## src/rtl/io_port_pkg.sv

```systemverilog
// Shared definitions for the LEGLiteSingle memory-mapped I/O unit:
// window base, register select encoding, segment table and width helper.
package io_port_pkg;

    localparam logic [15:0] IO_BASE = 16'hFFF8;

    // Register select is draddr[2:1]; byte offsets are 0, 2, 4, 6 from IO_BASE.
    typedef enum logic [1:0] {
        REG_SW    = 2'd0,
        REG_EDGE  = 2'd1,
        REG_DISP  = 2'd2,
        REG_TIMER = 2'd3
    } io_reg_e;

    // Active-high segments {g,f,e,d,c,b,a} for hex digits 0-F.
    localparam logic [6:0] SEG_TABLE [16] = '{
        7'h3F, 7'h06, 7'h5B, 7'h4F, 7'h66, 7'h6D, 7'h7D, 7'h07,
        7'h7F, 7'h6F, 7'h77, 7'h7C, 7'h39, 7'h5E, 7'h79, 7'h71
    };

    // Bits needed to hold values 0..value-1, never less than one.
    function automatic int clog2(input int value);
        int width;
        width = 1;
        while ((1 << width) < value) begin
            width = width + 1;
        end
        return width;
    endfunction

endpackage

```

## src/rtl/io_port_ctrl_switch_debounce.sv

```systemverilog
// Two-flop synchronizer plus counting debouncer for one board switch,
// with a one-cycle rise indication aligned to the debounced 0->1 edge.
module switch_debounce
    import io_port_pkg::*;
#(
    parameter int DEBOUNCE_CYCLES = 4
) (
    input  logic clock,
    input  logic reset,
    input  logic sw_raw,
    output logic sw_db,
    output logic rise
);

    localparam int CW = clog2(DEBOUNCE_CYCLES + 1);
    localparam logic [CW-1:0] CNT_LAST = CW'(DEBOUNCE_CYCLES - 1);

    logic          sync_meta;
    logic          sync_out;
    logic [CW-1:0] stable_cnt;
    logic          accept;

    // The DEBOUNCE_CYCLES-th consecutive differing sample commits the new value.
    assign accept = (sync_out != sw_db) && (stable_cnt == CNT_LAST);
    assign rise   = accept && sync_out;

    always_ff @(posedge clock) begin
        if (reset) begin
            sync_meta  <= 1'b0;
            sync_out   <= 1'b0;
            sw_db      <= 1'b0;
            stable_cnt <= '0;
        end else begin
            sync_meta <= sw_raw;
            sync_out  <= sync_meta;
            if (sync_out == sw_db) begin
                stable_cnt <= '0;
            end else if (accept) begin
                sw_db      <= sync_out;
                stable_cnt <= '0;
            end else begin
                stable_cnt <= stable_cnt + CW'(1);
            end
        end
    end

endmodule

```

## src/rtl/io_port_ctrl.sv

```systemverilog
// I/O window at 0xFFF8-0xFFFF: debounced switches, edge capture, hex display
// register and a free-running prescaled 16-bit timer, all with zero-latency reads.
module io_port_ctrl
    import io_port_pkg::*;
#(
    parameter int DEBOUNCE_CYCLES = 4,
    parameter int PRESCALE        = 1
) (
    input  logic        clock,
    input  logic        reset,
    input  logic [15:0] draddr,
    input  logic [15:0] dwdata,
    input  logic        dwrite,
    input  logic        dread,
    input  logic        io_sw0,
    input  logic        io_sw1,
    output logic [15:0] io_rdata,
    output logic        io_hit,
    output logic [6:0]  io_display
);

    localparam int PW = clog2(PRESCALE);
    localparam logic [PW-1:0] PRE_LAST = PW'(PRESCALE - 1);

    io_reg_e       reg_sel;
    logic          wr_en;
    logic [1:0]    sw_db;
    logic [1:0]    rise_set;
    logic [1:0]    rise_flag;
    logic [1:0]    edge_clear;
    logic [3:0]    disp;
    logic [15:0]   count;
    logic [PW-1:0] prescaler;
    logic          tick;

    // Byte lane bit is not part of the register decode.
    logic unused_addr_bit;
    assign unused_addr_bit = draddr[0];

    assign io_hit  = (draddr[15:3] == IO_BASE[15:3]);
    assign reg_sel = io_reg_e'(draddr[2:1]);
    assign wr_en   = io_hit && dwrite;

    switch_debounce #(.DEBOUNCE_CYCLES(DEBOUNCE_CYCLES)) u_sw0 (
        .clock  (clock),
        .reset  (reset),
        .sw_raw (io_sw0),
        .sw_db  (sw_db[0]),
        .rise   (rise_set[0])
    );

    switch_debounce #(.DEBOUNCE_CYCLES(DEBOUNCE_CYCLES)) u_sw1 (
        .clock  (clock),
        .reset  (reset),
        .sw_raw (io_sw1),
        .sw_db  (sw_db[1]),
        .rise   (rise_set[1])
    );

    // A new rise beats a simultaneous write-1-to-clear.
    assign edge_clear = (wr_en && (reg_sel == REG_EDGE)) ? dwdata[1:0] : 2'b00;

    always_ff @(posedge clock) begin
        if (reset) begin
            rise_flag <= 2'b00;
            disp      <= 4'h0;
        end else begin
            rise_flag <= rise_set | (rise_flag & ~edge_clear);
            if (wr_en && (reg_sel == REG_DISP)) begin
                disp <= dwdata[3:0];
            end
        end
    end

    assign tick = (prescaler == PRE_LAST);

    // A TIMER write replaces the count and restarts the prescaler, suppressing that cycle's increment.
    always_ff @(posedge clock) begin
        if (reset) begin
            count     <= 16'h0000;
            prescaler <= '0;
        end else if (wr_en && (reg_sel == REG_TIMER)) begin
            count     <= dwdata;
            prescaler <= '0;
        end else begin
            prescaler <= tick ? '0 : prescaler + PW'(1);
            if (tick) begin
                count <= count + 16'h0001;
            end
        end
    end

    always_comb begin
        io_rdata = 16'h0000;
        if (io_hit && dread) begin
            case (reg_sel)
                REG_SW:    io_rdata = {14'b0, sw_db};
                REG_EDGE:  io_rdata = {14'b0, rise_flag};
                REG_DISP:  io_rdata = {12'b0, disp};
                REG_TIMER: io_rdata = count;
                default:   io_rdata = 16'h0000;
            endcase
        end
    end

    assign io_display = SEG_TABLE[disp];

endmodule
```

## config.mk

```make
export PLATFORM = sky130hd
export DESIGN_NAME = io_port_ctrl
export DESIGN_NICKNAME = d
export VERILOG_FILES = /design/src/rtl/io_port_pkg.sv /design/src/rtl/io_port_ctrl_switch_debounce.sv /design/src/rtl/io_port_ctrl.sv
export SDC_FILE = /design/constraint.sdc
export NUM_CORES = 1
export LEC_CHECK = 0
export BUFFER_PORTS_ARGS = -buffer_cell sky130_fd_sc_hd__buf_2
export CORE_MARGIN = 2
export CORE_UTILIZATION = 55
export DETAILED_ROUTE_END_ITERATION = 8
export PLACE_DENSITY = 0.84
export SLEW_MARGIN = 20
export SYNTH_ARGS = -nofsm -noshare
export SYNTH_HDL_FRONTEND = slang
export SYNTH_HIERARCHICAL = 1
export SYNTH_SLANG_ARGS = --single-unit
```

## constraint.sdc

```tcl
create_clock -name clock -period 4.2 [get_ports clock]
set_input_delay 0.42 -clock clock [delete_from_list [all_inputs] [get_ports clock]]
set_output_delay 0.42 -clock clock [all_outputs]
set_load 0.05 [all_outputs]
```

==> summary.txt <==
Clocking
  – CTS Root Cell: clkbuf_8
  – CTS buffer count: 5
  – CTS max path bufs: 2
  – CTS H-tree lvls: 2
  – Hold buffers post-CTS: 0
  – CTS Sinks: 35
  – Post-CTS Setup Inserts: 0
  – Clock slew at reported path FFs: roughly 80 ps
  – TritonCTS clock tree: done
  – Post-CTS Resized: 0
  – Worst-Skew Late Latency: 290 ps

Floorplan
  – Io pins: between 60 and 70
  – Core Box Area: about 0.0036 mm²
  – Initial core utilization: about 57%
  – Die ar.: approximately 0.0043 mm²
  – Die Y: around 65 µm
  – Row cnt: 22
  – Horiz. Die Dim: 65.4 µm

Min path
  – Min-delay src: io_sw0
  – Hold Path Depth: 2
  – Endpoint, Worst Hold: u_sw0/sync_meta
  – Worst min-delay path class: in -> reg

Placed design
  – Hpwl dp: approximately 3300 µm
  – Final GP Congestion: approximately 0.81
  – Port Buffer Count: 60

Critical path
  – Crit-path max FO: 27
  – R2R Setup Slk: around 2500 ps
  – Register-to-Register Path Depth: 4
  – Setup crit start: draddr[6]
  – Worst Setup End Kind: primary output
  – Crit path kind: in -> out
  – Critical Path AT: roughly 2200 ps
  – Reg2Reg Launch Point: count[2]
  – Reg2reg end: count[15]
  – Crit path max-delay cell type: or4_1
  – Worst path most repeated cell: buf_2
  – CP peak stage delay: around 490 ps
  – Setup crit start kind: primary input
  – Required time of the critical path: 3780 ps
  – Cell breakdown of the critical path: buf_2 > nand4_1 > or4_1 > buf_4 > nor2_1 > and2_1 > buf_2

Power and ir drop
  – Leak: slightly below 0.001 µW
  – Final Power: 751 µW
  – Switching share of total power: around a fifth
  – Gate power share: 6.3%
  – Clock group share of total power: just under 50%
  – Power share of the sequential group: between 40% and 50%
  – P_sw: between 150 and 200 µW
  – Maximum VDD drop: approximately 0.31 mV
  – Power Density: between 200 and 300 mW/mm²
  – Internal power: 597 µW

Drt
  – Post-route ant nets: 0
  – Vias: about 1900
  – Initial DRC count: 89
  – Vias per cell: ~5.6
  – Drt total wl: ~4700 µm
  – # DRC: 0
  – WL/cell: about 14 µm
  – Pre-antenna DRT Iters: 4

GRT
  – Layer carrying the most global-route usage: met2
  – Met3 Use GR: about 6.0%
  – Largest net degree at the start of global routing: 28
  – Grt total ovfl: 0
  – Via count of the first global-routing pass: roughly 1700
  – First-pass GRT wire length: roughly 7800 µm
  – Initial antenna violation count: 0
  – Global-route usage over all layers: a little under a quarter
  – Met1 GRT Util: between 20% and 30%
  – Met2 GRT Util: 38.8%

STA
  – Max Clock Freq: between 300 and 400 MHz
  – Fin. max-slew vios: 0
  – Fin Setup TNS: 0 ps
  – Worst-Margin Slew: between 600 and 700 ps
  – Final Hold Vio Count: 0
  – Final cycle utilization of the critical path: 63.4%
  – Fin Clk Skew: between 7 and 8 ps
  – Final Setup Violations: 0
  – Crit path time final: 2660 ps
  – RSZ-0062 raised after global routing: no
  – Relative slew margins: a little over half

Synth
  – Cell taking the most area after synthesis: dfxtp_1
  – Seq/Total Area, Yosys: 33.8%
  – Synth area leaders: dfxtp_1, ha_1, xnor2_1
  – Async SR Flop Fraction: 0%
  – Post-Syn Instances: around 240
  – Post-synth top flop: dfxtp_1
  – Synth Register Bits: 35
  – Netlist cell types: 40
  – Top-count cell post-synth: dfxtp_1
  – Cell Area, Synth: 0.00208 mm²
  – Top-area cell type share of the netlist area: around a third
  – Average size of a mapped cell: between 8 and 9 µm²
  – Syn nets: 292
  – Post-synth top cells: dfxtp_1, a21oi_1, nor2_1
  – YS warnings: 6
  – EDFF count, synth: 0

Final layout
  – N_diodes: 0
  – Area grow syn2layout: 21.5%
  – NumNets Final: between 300 and 400
  – Layout cells sized above 1: about a quarter
  – Multi-input gate area: around 0.0013 mm²
  – Sequential Area: 701 µm²
  – Fillers: 319

Run
  – Max Cap Violations: 0

Status
  – Outcome: finished, final reports clean
==> worst max-delay path, delay by kind of cell <==
| kind | cells | cell delay, ps |
|---|---|---|
| buffers and inverters | 3 | 580 |
| AND/OR/NAND/NOR | 4 | 1220 |
==> through the flow <==
stage	area (µm²)	setup slack (ps)	instances	hold slack, ps	util [%]
final	2520	1540	347	341	69.4
after global routing	2520	1330	347	358	69.4
after CTS	2520	1550	347	335	69.4
after detailed placement	2390	1560	339	426	65.7
after global placement	2390	1620	339	416	65.7
after floorplan	2080	1320	242	404	-
==> cell families (layout without fill, tap and decap cells) <==
kind of cell / count (synthesis) / in the layout / share of synthesized area (%)
simple gates: 97 / 97 / 27.7
compound gates: 51 / 51 / 15.2
flops: 35 / 35 / 33.8
buf+inv: 24 / 81 / 5.06
xor+xnor: 16 / 16 / 6.75
fa+ha+maj: 12 / 12 / 7.23
mux: 6 / 6 / 4.10
other cells: 1 / 1 / 0.181
==> flip-flops by register name, indices dropped and copies added, names as in the netlist <==
signal            flops
rise_flag             2
u_sw0/sync_meta       1
count                16
disp                  4
u_sw0/stable_cnt      3
u_sw0/sync_out        1
u_sw0/sw_db           1
u_sw1/sw_db           1
u_sw1/stable_cnt      3
prescaler             1
u_sw1/sync_meta       1
u_sw1/sync_out        1
==> final cells by class <==
| class | count | area share (%) |
|---|---|---|
| Timing Repair Buffer | 61 | 12.2 |
| Inverter | 12 | 1.99 |
| Clock inverter | 2 | 2.38 |
| Sequential cell | 35 | 27.8 |
| Multi-Input combinational cell | 183 | 50.4 |
| Clock buffer | 6 | 2.88 |
| Tap cell | 48 | 2.38 |
==> layout by cell type (no fill, tap or decap), drive strengths merged, types with 3 or more instances in the layout <==
master	instances
and2	9
nand2	12
clkbuf	6
ha	12
nand2b	3
and3	3
mux2i	4
o31ai	8
nor3	14
a211oi	9
nor2	15
a21oi	18
dfxtp	35
xnor2	14
buf	61
nand4	8
inv	12
o21ai	11
nand3	9
nor4	8
nor2b	7
==> routing by layer <==
metal	wire [µm]	part of all wire [%]
met5	0	0
met4	64	1.4
met3	317	6.8
met2	2300	49
met1	2000	43
==> power by group through the flow <==
stage | clock, µW | sequential [µW] | combinational, µW
after floorplan | 0 | 349 | 23.0
after global placement | 0 | 350 | 45.5
after detailed placement | 0 | 350 | 46.9
after CTS | 365 | 342 | 47.3
after global routing | 380 | 343 | 52.2
final | 362 | 342 | 47.1
==> worst max-delay path by stage <==
stage | to | slack [ps] | depth (start not counted)
after floorplan | io_rdata[10] | 1320 | 5
after global placement | io_rdata[13] | 1620 | 7
after detailed placement | io_rdata[13] | 1560 | 7
after CTS | io_rdata[13] | 1550 | 7
after global routing | io_rdata[15] | 1330 | 7
final | io_rdata[11] | 1540 | 7
Power figures use the tool's default switching activity.
